## src/rtl/jt51_wrq.sv

```systemverilog
// Purpose : host-side register write queue in front of jt51; replays each (addr, data) write
//           as an address strobe then a data strobe on cen, then waits for busy (dout[7]) to clear.
// Latency : push at edge T -> FSM in ADDR at T+1 -> cs_n/wr_n low from T+2.
// Backpressure: wr_ready = !full (registered occupancy only); a full queue refuses a push even on a pop cycle.
// Ports   : clk/rst/cen      - clock, sync active-high reset, jt51 clock enable (cen_p1)
//           wr_valid/wr_ready/wr_addr/wr_data - host write handshake
//           full/empty/level - queue occupancy; err_timeout - sticky busy-timeout flag
//           cs_n/wr_n/a0/din - registered jt51 bus; dout - jt51 status (bit 7 = busy)
module jt51_wrq #(
    parameter int DW_LOG2     = 3,
    parameter int STROBE_CEN  = 2,
    parameter int BUSY_SETTLE = 2,
    parameter int TIMEOUT     = 255
) (
    input  logic               rst,
    input  logic               clk,
    input  logic               cen,
    input  logic               wr_valid,
    output logic               wr_ready,
    input  logic [7:0]         wr_addr,
    input  logic [7:0]         wr_data,
    output logic               full,
    output logic               empty,
    output logic [DW_LOG2:0]   level,
    output logic               err_timeout,
    output logic               cs_n,
    output logic               wr_n,
    output logic               a0,
    output logic [7:0]         din,
    input  logic [7:0]         dout
);

    localparam int                 DEPTH    = 1 << DW_LOG2;
    localparam logic [DW_LOG2:0]   DEPTH_L  = (DW_LOG2+1)'(DEPTH);
    localparam logic [DW_LOG2:0]   LVL_ONE  = 1;
    localparam logic [DW_LOG2-1:0] PTR_ONE  = 1;
    localparam logic [7:0]         STROBE_LAST  = 8'(STROBE_CEN - 1);
    localparam logic [7:0]         SETTLE_LAST  = 8'(BUSY_SETTLE - 1);
    localparam logic [7:0]         TIMEOUT_LAST = 8'(TIMEOUT - 1);

    typedef enum logic [2:0] {
        S_IDLE, S_ADDR, S_GAP, S_DATA, S_SETTLE, S_POLL
    } state_t;

    // ---------------- FIFO ----------------
    logic [15:0]        mem [DEPTH];
    logic [DW_LOG2-1:0] wptr, rptr;
    logic               push, pop;
    logic [15:0]        head;

    assign full     = (level == DEPTH_L);
    assign empty    = (level == '0);
    assign wr_ready = !full;
    assign push     = wr_valid && !full;
    assign head     = mem[rptr];

    // Storage needs no reset: stale contents are unreachable once pointers clear.
    always_ff @(posedge clk) begin
        if (push) mem[wptr] <= {wr_addr, wr_data};
    end

    always_ff @(posedge clk) begin
        if (rst) begin
            wptr  <= '0;
            rptr  <= '0;
            level <= '0;
        end else begin
            if (push) wptr <= wptr + PTR_ONE;
            if (pop)  rptr <= rptr + PTR_ONE;
            case ({push, pop})
                2'b10:   level <= level + LVL_ONE;
                2'b01:   level <= level - LVL_ONE;
                default: level <= level;
            endcase
        end
    end

    // ---------------- bus sequencer ----------------
    state_t     state, state_nxt;
    logic [7:0] cnt, cnt_nxt;
    logic       strobe_n, strobe_nxt;
    logic       a0_nxt;
    logic [7:0] din_nxt;
    logic       err_nxt;
    logic       busy;
    logic       unused_dout;

    assign busy        = dout[7];
    assign unused_dout = ^dout[6:0];

    // One register drives both strobes so they can never skew apart.
    assign cs_n = strobe_n;
    assign wr_n = strobe_n;

    always_ff @(posedge clk) begin
        if (rst) begin
            state       <= S_IDLE;
            cnt         <= '0;
            strobe_n    <= 1'b1;
            a0          <= 1'b0;
            din         <= '0;
            err_timeout <= 1'b0;
        end else begin
            state       <= state_nxt;
            cnt         <= cnt_nxt;
            strobe_n    <= strobe_nxt;
            a0          <= a0_nxt;
            din         <= din_nxt;
            err_timeout <= err_nxt;
        end
    end

    always_comb begin
        state_nxt  = state;
        cnt_nxt    = cnt;
        strobe_nxt = 1'b1;
        a0_nxt     = a0;
        din_nxt    = din;
        err_nxt    = err_timeout;
        pop        = 1'b0;
        case (state)
            S_IDLE: begin
                cnt_nxt = '0;
                if (!empty && !busy) begin
                    state_nxt = S_ADDR;
                    din_nxt   = head[15:8];
                    a0_nxt    = 1'b0;
                end
            end
            // din/a0 were set up on entry; the strobe drops one edge later and
            // only cen pulses seen with the strobe already low count toward its width.
            S_ADDR, S_DATA: begin
                strobe_nxt = 1'b0;
                if (!strobe_n && cen) begin
                    if (cnt == STROBE_LAST) begin
                        strobe_nxt = 1'b1;
                        cnt_nxt    = '0;
                        if (state == S_ADDR) begin
                            state_nxt = S_GAP;
                        end else begin
                            state_nxt = S_SETTLE;
                            pop       = 1'b1;
                        end
                    end else begin
                        cnt_nxt = cnt + 8'd1;
                    end
                end
            end
            S_GAP: begin
                if (cen) begin
                    state_nxt = S_DATA;
                    din_nxt   = head[7:0];
                    a0_nxt    = 1'b1;
                end
            end
            S_SETTLE: begin
                if (cen) begin
                    if (cnt == SETTLE_LAST) begin
                        state_nxt = S_POLL;
                        cnt_nxt   = '0;
                    end else begin
                        cnt_nxt = cnt + 8'd1;
                    end
                end
            end
            S_POLL: begin
                if (!busy) begin
                    state_nxt = S_IDLE;
                    cnt_nxt   = '0;
                end else if (cen) begin
                    if (cnt == TIMEOUT_LAST) begin
                        err_nxt   = 1'b1;
                        state_nxt = S_IDLE;
                        cnt_nxt   = '0;
                    end else begin
                        cnt_nxt = cnt + 8'd1;
                    end
                end
            end
            default: state_nxt = S_IDLE;
        endcase
    end

endmodule

```

## config.mk

```make
export PLATFORM = sky130hd
export DESIGN_NAME = jt51_wrq
export DESIGN_NICKNAME = d
export VERILOG_FILES = /design/src/rtl/jt51_wrq.sv
export SDC_FILE = /design/constraint.sdc
export NUM_CORES = 1
export LEC_CHECK = 0
export CORE_ASPECT_RATIO = 0.9
export CORE_UTILIZATION = 37
export CTS_BUF_LIST = sky130_fd_sc_hd__clkbuf_2 sky130_fd_sc_hd__clkbuf_4 sky130_fd_sc_hd__clkbuf_8
export DETAILED_ROUTE_END_ITERATION = 12
export GPL_TIMING_DRIVEN = 0
export MAX_ROUTING_LAYER = met4
export SYNTH_ARGS = -nofsm -noshare
export SYNTH_HDL_FRONTEND = slang
export SYNTH_SLANG_ARGS = --single-unit
export TNS_END_PERCENT = 30
```

## constraint.sdc

```tcl
create_clock -name clk -period 3.84 [get_ports clk]
set_clock_uncertainty 0.2 [all_clocks]
set_input_delay 0.384 -clock clk [delete_from_list [all_inputs] [get_ports clk]]
set_output_delay 0.384 -clock clk [all_outputs]
set_load 0.05 [all_outputs]
```

======== Word-level counts from Yosys, hierarchy flattened ========
Memories as Yosys holds them, arrays and structs flattened. A register that Yosys moved wholly into a read port is not among the register bits.
Cells that the tools add are included.
storage, ports and cells
  register bits after elaboration ......... 32
  bits in read-only memories .............. 0
  word-level logic and storage cells ...... 87
  latch bits .............................. 0
  RAM bits ................................ 128
  memories ................................ 1
  input bits .............................. 28
  output and inout port bits .............. 19
memories
  name  depth  bits a word  rd ports  clocked after Yosys merged registers in  wr ports  line  RTL
  mem   8      16           1         1                                        1         46    logic [15:0] mem [DEPTH];
cells by class
  multiplexer cells ....................... 35
  add/subtract/negate cells ............... 5
  magnitude comparators ................... 0
  eq/ne operators ......................... 18
  shift operators ......................... 0
  multiply operators ...................... 0
  divide/modulo/power cells ............... 0
  reductions and logical operators ........ 18
  bitwise gates (word level) .............. 1
operators with widths
  operator                                                               number
  8-bit 2-to-1 mux                                                       8
  3-bit 2-to-1 mux                                                       12
  8-bit one-hot mux with 4 select lines                                  1
  8-bit one-hot mux with 2 select lines                                  1
  3-bit one-hot mux with 5 select lines                                  1
  2-bit != test, second input constant                                   6
  1-bit 2-to-1 mux                                                       10
  8-bit by 1-bit adder with 8-bit output, second input constant          1
  8-bit by 1-bit equality test with 1-bit output, second input constant  1
  8-bit equality test, second input constant                             1
  4-bit one-hot mux with 2 select lines                                  1
  4-bit AND reduction                                                    2
  8-bit AND reduction                                                    1
  3-bit by 1-bit adder with 3-bit output, second input constant          2
  3-bit by 2-bit equality test with 1-bit output, second input constant  2
  3-bit equality test, second input constant                             2
  3-bit != test, second input constant                                   2
  4-bit by 1-bit adder with 4-bit output, second input constant          1
  4-bit equality test, second input constant                             1
  1-bit logical NOT                                                      4
  4-bit logical NOT                                                      1
  2-bit nonzero test                                                     2
  4-bit nonzero test                                                     1
  2-bit OR reduction                                                     2
  9 further kinds                                                        11

======== Longest topological paths before layout ========
Gate-level depths: netlist (run 1).
  depth after elaboration ................. 7
  gate-level depth with buffers ........... 13
  mapped depth without buffers ............ 12

======== Worst setup path before layout (run 1) ========
OpenSTA, ideal clock, no wires.
  path type ............................... register to register
  start ................................... reg level[1]
  end ..................................... mem mem[4][0], enable pin
  slack ................................... -0.860 ns
  setup time .............................. 0.436 ns
  path buffers ............................ 1
  clock period less this slack ............ 4.700 ns
  data arrival time ....................... 4.064 ns
  stages on the path, launching flop included .. 8
  required time ........................... 3.204 ns
  cells stage by stage .................... dfxtp_1 clkbuf_1 nor3_1 nand2_1 inv_1 nor2b_1 inv_1 nor4b_1
on the way
  cells in the longest elaborated chain, start to end .. 5
RTL lines
  item                                    line  RTL
  start, declared                         24    output logic [DW_LOG2:0] level,
  start signal, assigned                  71    2'b10: level <= level + LVL_ONE;
  start signal, assigned                  72    2'b01: level <= level - LVL_ONE;
  start signal, assigned                  73    default: level <= level;
  4-bit equality test                     51    assign full = (level == DEPTH_L);
  1-bit logical NOT                       --
  named net wr_ready                      19    output logic wr_ready,
  1-bit logical AND                       54    assign push = wr_valid && !full;
  1-bit 2-to-1 mux                        59    if (push) mem[wptr] <= {wr_addr, wr_data};
  1-bit 2-to-1 mux (not written as such)  59
  end, declared                           46
The timed path passes the listed nets, and every way through them passes these cells.

======== Final worst setup path (run 1) ========
  start ................................... reg cnt[0]
  end ..................................... reg level[2]
on the way
  cells in the longest elaborated chain, start to end .. 6
  elaborated cells on any way between the ends .. 8
  those cells by class .................... 3 x eq/ne; 4 x mux; 1 x reduce/logical
RTL lines
  item                                                                                   line  RTL
  start, declared                                                                        80    logic [7:0] cnt, cnt_nxt;
  start signal, assigned                                                                 105   cnt <= cnt_nxt;
  8-bit by 1-bit equality test with 1-bit output (*)                                     135   if (cnt == STROBE_LAST) begin
  1-bit 2-to-1 mux (*)                                                                   135
  1-bit 2-to-1 mux (*)                                                                   134   if (!strobe_n && cen) begin
  1-bit 2-to-1 mux (*)                                                                   121   case (state)
  named net pop                                                                          48    logic push, pop;
  2-bit by 1-bit equality test with 1-bit output or 2-bit equality test (tied branches)  70    case ({push, pop})
  4-bit one-hot mux with 2 select lines or 2-bit nonzero test (tied branches)            --
The timed path passes the listed nets; every way through them passes the cells marked *.
A chain may end at the register's enable or synchronous reset.

==> out/results.ini, run 1 <==
[placed_design]
dp.cells=694
placed_area_um2=7520
dp_hpwl_um=9340
io_buffers=38
place.gp.congestion=0.791

[die]
pin_count=47
die-area_um2=18500
die_h_um=129
die_w_um=143
core_um2=17600
start_util_pct=37.7
row_count=46

[global_routing]
grt_use_met2_pct=27.3
antenna_found_initial=0
gr-total-overflow=0
grt_pass1_wl_um=21300
top_usage_layer=met2
grt_max_degree=17
use_met1_pct=20.4
grt_pass1_vias=3845
grtUsageMet3_pct=3.40
grt_usage_pct=16.6

[synth]
syn_area_um2=6640
synth_seq_cells=163
synth_edf_count=128
netlist_instances=405
synth.top_cells.by_area=edfxtp_1, mux4_2, dfxtp_1
postSynth.asyncResetShare_pct=0
synthFlopType=edfxtp_1
synth_cell_types=50
netlist.area_leader.share_pct=57.9
synth_top_cell_by_area=edfxtp_1
ys_seq_area_share_pct=68.4
yosys_warnings=0
synth.net_count=441
syn_area_per_cell_um2=16.4

[timing]
fmax_mhz=304
relSlewSlack_pct=35.2
setup_viol=0
worstMarginPinSlew_ps=965
hold_violations=0
drv_slew=0
fin_crit_ps=3290
rsz0062_at_grt=no
hold_slack_ps=169
period_share_pct=85.7
fin_tns_setup_ps=0

[critical_path]
r2r-end=level[2]
critPathKind=flop to flop
required_ps=4020
cp_max_fo=6
end_kind=flop
critical_path_arrival_ps=3470
reg2reg_from=cnt[0]
rrSetupSlack_ps=550
r2r_cells=10
start_kind=flop

[min_path]
min_path_cells=2
hold_end=cnt[7]
hp-class=input pin to flop
hold_start=rst

[drt]
wirelength_um=13800
first_pass_iters=5
route.detailed.drc=0
avgRoutedWirePerCell_um=19.1
drtAntennaViolNets=0
viasPerCell=5.18
drt_iter0_markers=259
via_count=3759

[cts]
cts_tree=done
cts-root-buf=clkbuf_8
cts.clk_slew.worst_paths_ps=90
cts_resized=0
h-tree-depth=4
cts_buffer_depth=2
cts_setup_buffers=0
postCtsHoldBufs=0
worstSkewPairLatency_ps=450
cts.sinks=163
cts_buffers=17

[cells_and_area]
layout_commonest_cell=edfxtp_1
syn2layout_area_growth_pct=18.4
nNetsFinal=509
final_util_pct=44.7
diodes=0
layout-drive-gt1-share_pct=22.6
final_cell_mix=edfxtp_1, clkdlybuf4s50_1, dfxtp_1
final_area_um2=7860
stdcell_count=726

[power_and_ir_drop]
p_int_mw=2.50
switching_share_pct=24.6
p_sw_mw=0.816
sequentialPowerShare_pct=59.2
p_comb_share_pct=7.5
p_per_area_nw_per_um2=422
p_leak_nw=2.48
max-vdd-ir-drop_mv=0.291
clockPowerShare_pct=33.3

[status]
outcome=finished clean

[job]
maxCapViolCount=0

power groups by stage:
stage | clock network, mW | registers, mW | logic (mW)
2_1_floorplan | 0 | 2.03 | 0.108
3_3_place_gp | 0 | 2.00 | 0.229
3_5_place_dp | 0 | 2.01 | 0.248
4_1_cts | 1.13 | 1.97 | 0.250
5_1_grt | 1.20 | 1.97 | 0.267
6_report | 1.10 | 1.96 | 0.248
synthesized netlist by cell type (6+ instances only):
library cell and count:
mux2_2 8, clkbuf_1 12, inv_1 6, o21ai_1 8, ha_1 8, dfxtp_1 35, a21oi_1 12, o21ai_0 8
buf_2 8, mux4_2 32, or4_1 6, edfxtp_1 128, nand2_1 20, nand3_1 9, nor3_1 7, nor2_1 18
a22oi_1 9, mux2i_1 10
cell families after synthesis:
logic type	synth area share, %
AND/OR/NAND/NOR	8.27
multiplexers	13.7
XOR/XNOR	1.06
AO/OA/AOI/OAI	5.12
flip-flops	68.4
adder cells (fa/ha/maj)	1.51
buffers and inverters	1.90
worst max-delay path, cell delays in order (launching register included):
cell and delay, ps:
dfxtp_1 430, ha_1 190, or4b_4 510, nor4_4 530
ha_1 360, xor2_1 170, ha_1 160, a21oi_1 50
xor2_1 160, or3_1 310, a21oi_1 160
flip-flops by register name, summed over array words and instances, names as in the netlist, named ones only:
name / flops
mem: 128
cnt: 8
state: 3
din: 8
err_timeout: 1
wptr: 3
cs_n: 1
a0: 1
level: 4
rptr: 3
worst max-delay path by stage:
stage / startpoint / to / cells after the start
3_5_place_dp: cen / level[2] / 10
6_report: cnt[0] / level[2] / 10
3_3_place_gp: wr_valid / mem[3][5] / 4
2_1_floorplan: level[1] / mem[6][0] / 7
5_1_grt: cnt[0] / level[2] / 10
4_1_cts: cnt[0] / level[2] / 10
layer usage:
metal,part of all wire [%],up-vias
met5,0,-
met4,1.2,0
met3,4.2,13
met2,51,100
met1,44,1910
li1,-,1736
stage by stage:
stage	worst slack [ps]	power (mW)
finish	547	3.32
global placement	-650	2.23
CTS	549	3.34
detailed placement	478	2.25
global route	357	3.43
floorplan	-302	2.14
layout make-up:
cell class | instances | area (um2)
plain buffers | 22 | 100
clock buffers | 18 | 241
fillers | 1558 | 9750
multi-input cells | 213 | 2030
clock inverters | 14 | 103
well taps | 240 | 300
inverters | 7 | 26.3
flip-flops and latches | 163 | 4540
repair buffers | 49 | 515
Note: power is estimated with default switching activity, not from simulation.
==> run 2: changes to the inputs <==
--- a/config.mk
+++ b/config.mk
@@ -7,7 +7,7 @@
 export LEC_CHECK = 0
 export CORE_ASPECT_RATIO = 0.9
 export CORE_UTILIZATION = 37
-export CTS_BUF_LIST = sky130_fd_sc_hd__clkbuf_2 sky130_fd_sc_hd__clkbuf_4 sky130_fd_sc_hd__clkbuf_8
+export CTS_BUF_LIST = sky130_fd_sc_hd__clkbuf_2
 export DETAILED_ROUTE_END_ITERATION = 12
 export GPL_TIMING_DRIVEN = 0
 export MAX_ROUTING_LAYER = met4
==> run 2 against run 1 <==
Effect of this change:
- fmax shrank 1.0%
- worst setup slack lost 33 ps
- design area shrank 1.8%
- combinational power is essentially flat
- die area is the same
- clock power shrank 28%
- critical path depth shrank 6
- routed wire length shrank 0.25%
- worst hold slack gained 6.1 ps
- total power shrank 9.3%
==> out/results.ini, run 2 (synthesized netlist as in run 1, its figures left out) <==
[placed_design]
dp_hpwl_um=9340  ; unchanged
io_buffers=38  ; unchanged
post-place-ws_ps=478  ; unchanged
place.gp.congestion=0.791  ; unchanged

[die]
core_um2=17600  ; unchanged
die_h_um=129  ; unchanged
pin_count=47  ; unchanged
row_count=46  ; unchanged
die-area_um2=18500  ; unchanged
start_util_pct=37.7  ; unchanged
die_w_um=143  ; unchanged

[timing]
fmax_mhz=301  ; -1.0%
timing.final.ws_setup_ps=514  ; -33.2 ps
worstMarginPinSlew_ps=1020  ; +58.1 ps
hold_slack_ps=175  ; +6.08 ps
drv_slew=0  ; unchanged
hold_violations=0  ; unchanged
relSlewSlack_pct=31.3  ; -3.9 points
period_share_pct=86.6  ; +0.86 points
setup_viol=0  ; unchanged
fin_tns_setup_ps=0  ; unchanged
fin_crit_ps=3330  ; +33.2 ps
rsz0062_at_grt=no

[drt]
drtAntennaViolNets=0  ; unchanged
avgRoutedWirePerCell_um=19.0  ; -0.52%
drt_iter0_markers=275  ; +6.2%
first_pass_iters=4  ; -1
wirelength_um=13800  ; -0.25%
viasPerCell=5.14  ; -0.75%
route.detailed.drc=0  ; unchanged
via_count=3741  ; -0.48%

[power_and_ir_drop]
max-vdd-ir-drop_mv=0.167  ; -42%
p_per_area_nw_per_um2=389  ; -7.7%
p_leak_nw=2.43  ; -1.9%

[cts]
cts_buffer_depth=2  ; unchanged
cts-root-buf=clkbuf_2
cts_tree=done
worstSkewPairLatency_ps=710  ; +260 ps
h-tree-depth=4  ; unchanged
cts.clk_slew.worst_paths_ps=250  ; +160 ps
cts.sinks=163  ; unchanged
cts_resized=0  ; unchanged
cts_buffers=17  ; unchanged

[global_routing]
antenna_found_initial=1  ; +1
grt_pass1_wl_um=21100  ; -0.84%
grt_usage_pct=16.5  ; -0.12 points
grt_pass1_vias=3810  ; -0.91%
gr-total-overflow=0  ; unchanged
grt_max_degree=17  ; unchanged

[critical_path]
start_kind=flop
r2r-end=level[2]
critical_path_arrival_ps=2740  ; -730 ps
crit_path_cell_trace=clkbuf_1 > or4_1 > inv_1 > clkdlybuf4s50_1
r2r_cells=10  ; unchanged
rrSetupSlack_ps=520  ; -30 ps
required_ps=3260  ; -760 ps
end_kind=primary output
critPathKind=flop to primary output
cp_top_family=buffers and inverters
slowest_delay_ps=800  ; +270 ps
reg2reg_from=cnt[0]
slowest_stage=clkdlybuf4s50_1
cp_num_buf_inv=3  ; +3
cp_max_fo=8  ; +2

[cells_and_area]
top_regs=mem x128, cnt x8, din x8
largest_reg_flops=128  ; unchanged
syn2layout_area_growth_pct=16.3
fillers=1585  ; +1.7%
layout-drive-gt1-share_pct=22.6  ; -0.046 points
layout_commonest_cell=edfxtp_1
final_util_pct=43.9  ; -0.79 points
final_cell_mix=edfxtp_1, clkdlybuf4s50_1, dfxtp_1
nNetsFinal=510  ; +0.20%
top_register=mem

[min_path]
hp-class=input pin to flop
hold_start=wr_addr[3]
hold_end=mem[4][11]
min_path_cells=1  ; -1

[job]
maxCapViolCount=0  ; unchanged

[status]
outcome=finished clean

[run 2: changes by cell type in the layout (fill, tap and decap cells not counted)]
cell | before | now
clkbuf_8 | 17 | 0
dlygate4sd3_1 | 0 | 1
clkbuf_4 | 1 | 0
diode_2 | 0 | 1
clkbuf_2 | 0 | 18
[run 2: area by class of cell]
type	count	area, um2	area share, %
clock buffers	18	90.1	1.17
flip-flops and latches	163	4540	58.8
plain buffers	22	100	1.30
clock inverters	14	103	1.33
diodes	1	2.50	0.0324
multi-input cells	213	2030	26.3
repair buffers	50	526	6.80
inverters	7	26.3	0.340
well taps	240	300	3.89
[run 2: worst max-delay path by stage]
stage	start	endpoint	slack (ps)	cells past startpoint
final	level[1]	empty	510	4
after detailed placement	cen	level[2]	480	10
after floorplan	level[1]	mem[6][0]	-300	7
after global routing	level[1]	empty	280	4
after global placement	wr_valid	mem[3][5]	-650	4
after CTS	level[1]	empty	390	4
[run 2: report_power, final]
group | internal, mW | switching [mW]
combinational | 0.0935 | 0.154
sequential | 1.95 | 0.0185
clock | 0.180 | 0.613
[run 2: through the flow]
step           std cells  power, mW  area, um2
2_1_floorplan        405       2.14       6650
3_5_place_dp         694       2.25       7520
4_1_cts              727       3.04       7720
6_report             728       3.01       7720
3_3_place_gp         683       2.23       7330
5_1_grt              728       3.13       7720
[run 2: what timing repair did]
item                                   in CTS  in global routing
endpoints found under the hold margin       5                  0
setup endpoints to repair                   0                  0
hold buffers                                1                  0
buffers inserted                            0                  0
[run 2: routing by layer]
metal | track usage (%) | part of all wire (%) | wire length (um)
met1 | 20.4 | 45 | 6260
met2 | 27.0 | 51 | 7010
met3 | 3.29 | 3.1 | 429
met4 | 5.94 | 0.73 | 101
met5 | - | 0 | 0
==> run 3: changes to the inputs <==
--- a/config.mk
+++ b/config.mk
@@ -5,6 +5,7 @@
 export SDC_FILE = /design/constraint.sdc
 export NUM_CORES = 1
 export LEC_CHECK = 0
+export CAP_MARGIN = 40
 export CORE_ASPECT_RATIO = 0.9
 export CORE_UTILIZATION = 37
 export CTS_BUF_LIST = sky130_fd_sc_hd__clkbuf_2
==> run 3 against run 2 <==
Effect of this change:
- routed wire length grew 0.72%
- first-iteration DRC count down 23%
- die area unchanged
- sequential cell count unchanged
- cell count rose by 0.41%
- sequential share of layout area decreased by 1.2 points
- critical endpoint unchanged
- total power rose by 14%
==> out/results.ini, run 3 (synthesized netlist as in run 1, its figures left out) <==
[status]
outcome=finished clean

[cts]
cts-root-buf=clkbuf_2
h-tree-depth=4  ; unchanged
cts_buffer_depth=2  ; unchanged
cts.clk_slew.worst_paths_ps=240  ; about the same
worstSkewPairLatency_ps=730  ; +20 ps
cts_tree=done
cts.sinks=163  ; unchanged
cts_buffers=17  ; unchanged

[die]
die_w_um=143  ; unchanged
row_count=46  ; unchanged
die-area_um2=18500  ; unchanged
core_um2=17600  ; unchanged
start_util_pct=37.7  ; unchanged
die_h_um=129  ; unchanged
pin_count=47  ; unchanged

[drt]
drt_iter0_markers=212  ; -23%
avgRoutedWirePerCell_um=19.0  ; +0.31%
route.detailed.drc=0  ; unchanged
wirelength_um=13900  ; +0.72%
via_count=3729  ; -0.32%
first_pass_iters=4  ; unchanged
viasPerCell=5.10  ; -0.73%
drtAntennaViolNets=0  ; unchanged

[critical_path]
cp_num_buf_inv=3  ; unchanged
critPathKind=flop to primary output
cp_top_family=buffers and inverters
crit_path_cell_trace=clkbuf_1 > or4_1 > inv_1 > clkdlybuf4s50_1
slowest_delay_ps=800  ; about the same
start_kind=flop
cp_max_fo=8  ; unchanged
slowest_stage=clkdlybuf4s50_1
critical_path_arrival_ps=2800  ; +60 ps
required_ps=3260  ; about the same
end_kind=primary output

[timing]
setup_viol=0  ; unchanged
relSlewSlack_pct=43.9  ; +13 points
fin_tns_setup_ps=0  ; unchanged
worstMarginPinSlew_ps=841  ; -182 ps
hold_violations=0  ; unchanged
drv_slew=0  ; unchanged
fmax_mhz=296  ; -1.7%
period_share_pct=88.1  ; +1.5 points
rsz0062_at_grt=no
fin_crit_ps=3380  ; +56.3 ps

[placed_design]
place.gp.congestion=0.791  ; unchanged
io_buffers=38  ; unchanged
dp_hpwl_um=9570  ; +2.4%

[cells_and_area]
nNetsFinal=513  ; +0.59%
top_register=mem
largest_reg_flops=128  ; unchanged
multi_input_area_um2=2030  ; unchanged
layout-drive-gt1-share_pct=23.3  ; +0.68 points
top_regs=mem x128, cnt x8, din x8
syn2layout_area_growth_pct=18.8
regArea_um2=4540  ; unchanged
layout_commonest_cell=edfxtp_1
final_cell_mix=edfxtp_1, clkdlybuf4s50_1, dfxtp_1
fillers=1578  ; -0.44%

[job]
maxCapViolCount=0  ; unchanged

[power_and_ir_drop]
totalPowerFinal_mw=3.43  ; +14%
p_leak_nw=2.52  ; +3.8%
p_per_area_nw_per_um2=435  ; +12%
max-vdd-ir-drop_mv=0.182  ; +8.9%

[global_routing]
antenna_found_initial=1  ; unchanged
grt_max_degree=17  ; unchanged
grt_pass1_vias=3839  ; +0.76%
grt_usage_pct=16.7  ; +0.23 points
grt_pass1_wl_um=21400  ; +1.4%
gr-total-overflow=0  ; unchanged

[min_path]
hp-class=input pin to flop

## run 3: layout make-up
type / count / share of cell area [%]
sequential: 163 / 57.6
multi-input combinational: 213 / 25.8
timing repair buffer: 53 / 6.85
tap: 240 / 3.80
clock inverter: 15 / 3.30
buffer: 22 / 1.27
clock buffer: 17 / 1.08
inverter: 7 / 0.333
antenna: 1 / 0.0317
## run 3: through the flow
stage	cells	util [%]	instance area, um2	setup WS [ps]	hold WS (ps)
2_1_floorplan	405	-	6650	-302	271
3_3_place_gp	683	41.6	7330	-650	251
3_5_place_dp	697	42.8	7530	472	267
4_1_cts	730	44.8	7890	358	79.3
5_1_grt	731	44.8	7890	249	77.0
6_report	731	44.8	7890	458	165
## run 3: final timing paths
kind	start	endpoint	slack, ps	cells after the start
max	level[1]	empty	460	4
min	wr_addr[6]	mem[1][14]	160	1
max reg2reg	cnt[0]	level[2]	560	10
min reg2reg	err_timeout	err_timeout	320	2
## run 3: worst reg2reg max path: stages (launching register included)
cell	delay [ps]
dfxtp_1	450
ha_1	200
or4b_4	510
nor4_4	510
ha_1	360
xor2_1	180
ha_1	160
a21oi_1	50
xor2_1	160
or3_1	310
a21oi_1	160
## run 3: power breakdown
part           switching, mW  total (mW)  leakage [nW]  internal (mW)
Clock                  0.636        1.22         0.199          0.580
Sequential            0.0184        1.97          1.45           1.95
Combinational          0.155       0.251         0.875         0.0958
Total                  0.810        3.43          2.52           2.62
## run 3: routing by layer
metal | part of all wire (%) | GRT usage (%) | vias up
met2 | 51 | 27.5 | 80
met1 | 43 | 20.6 | 1885
met4 | 1.2 | 5.76 | 0
met3 | 5.4 | 3.47 | 16
met5 | 0 | - | -
li1 | - | - | 1748
## run 3: what timing repair did
item,CTS,global route
hold buffers,1,0
resized for setup,0,0
buffers inserted,0,0
hold endpoints to repair,5,0
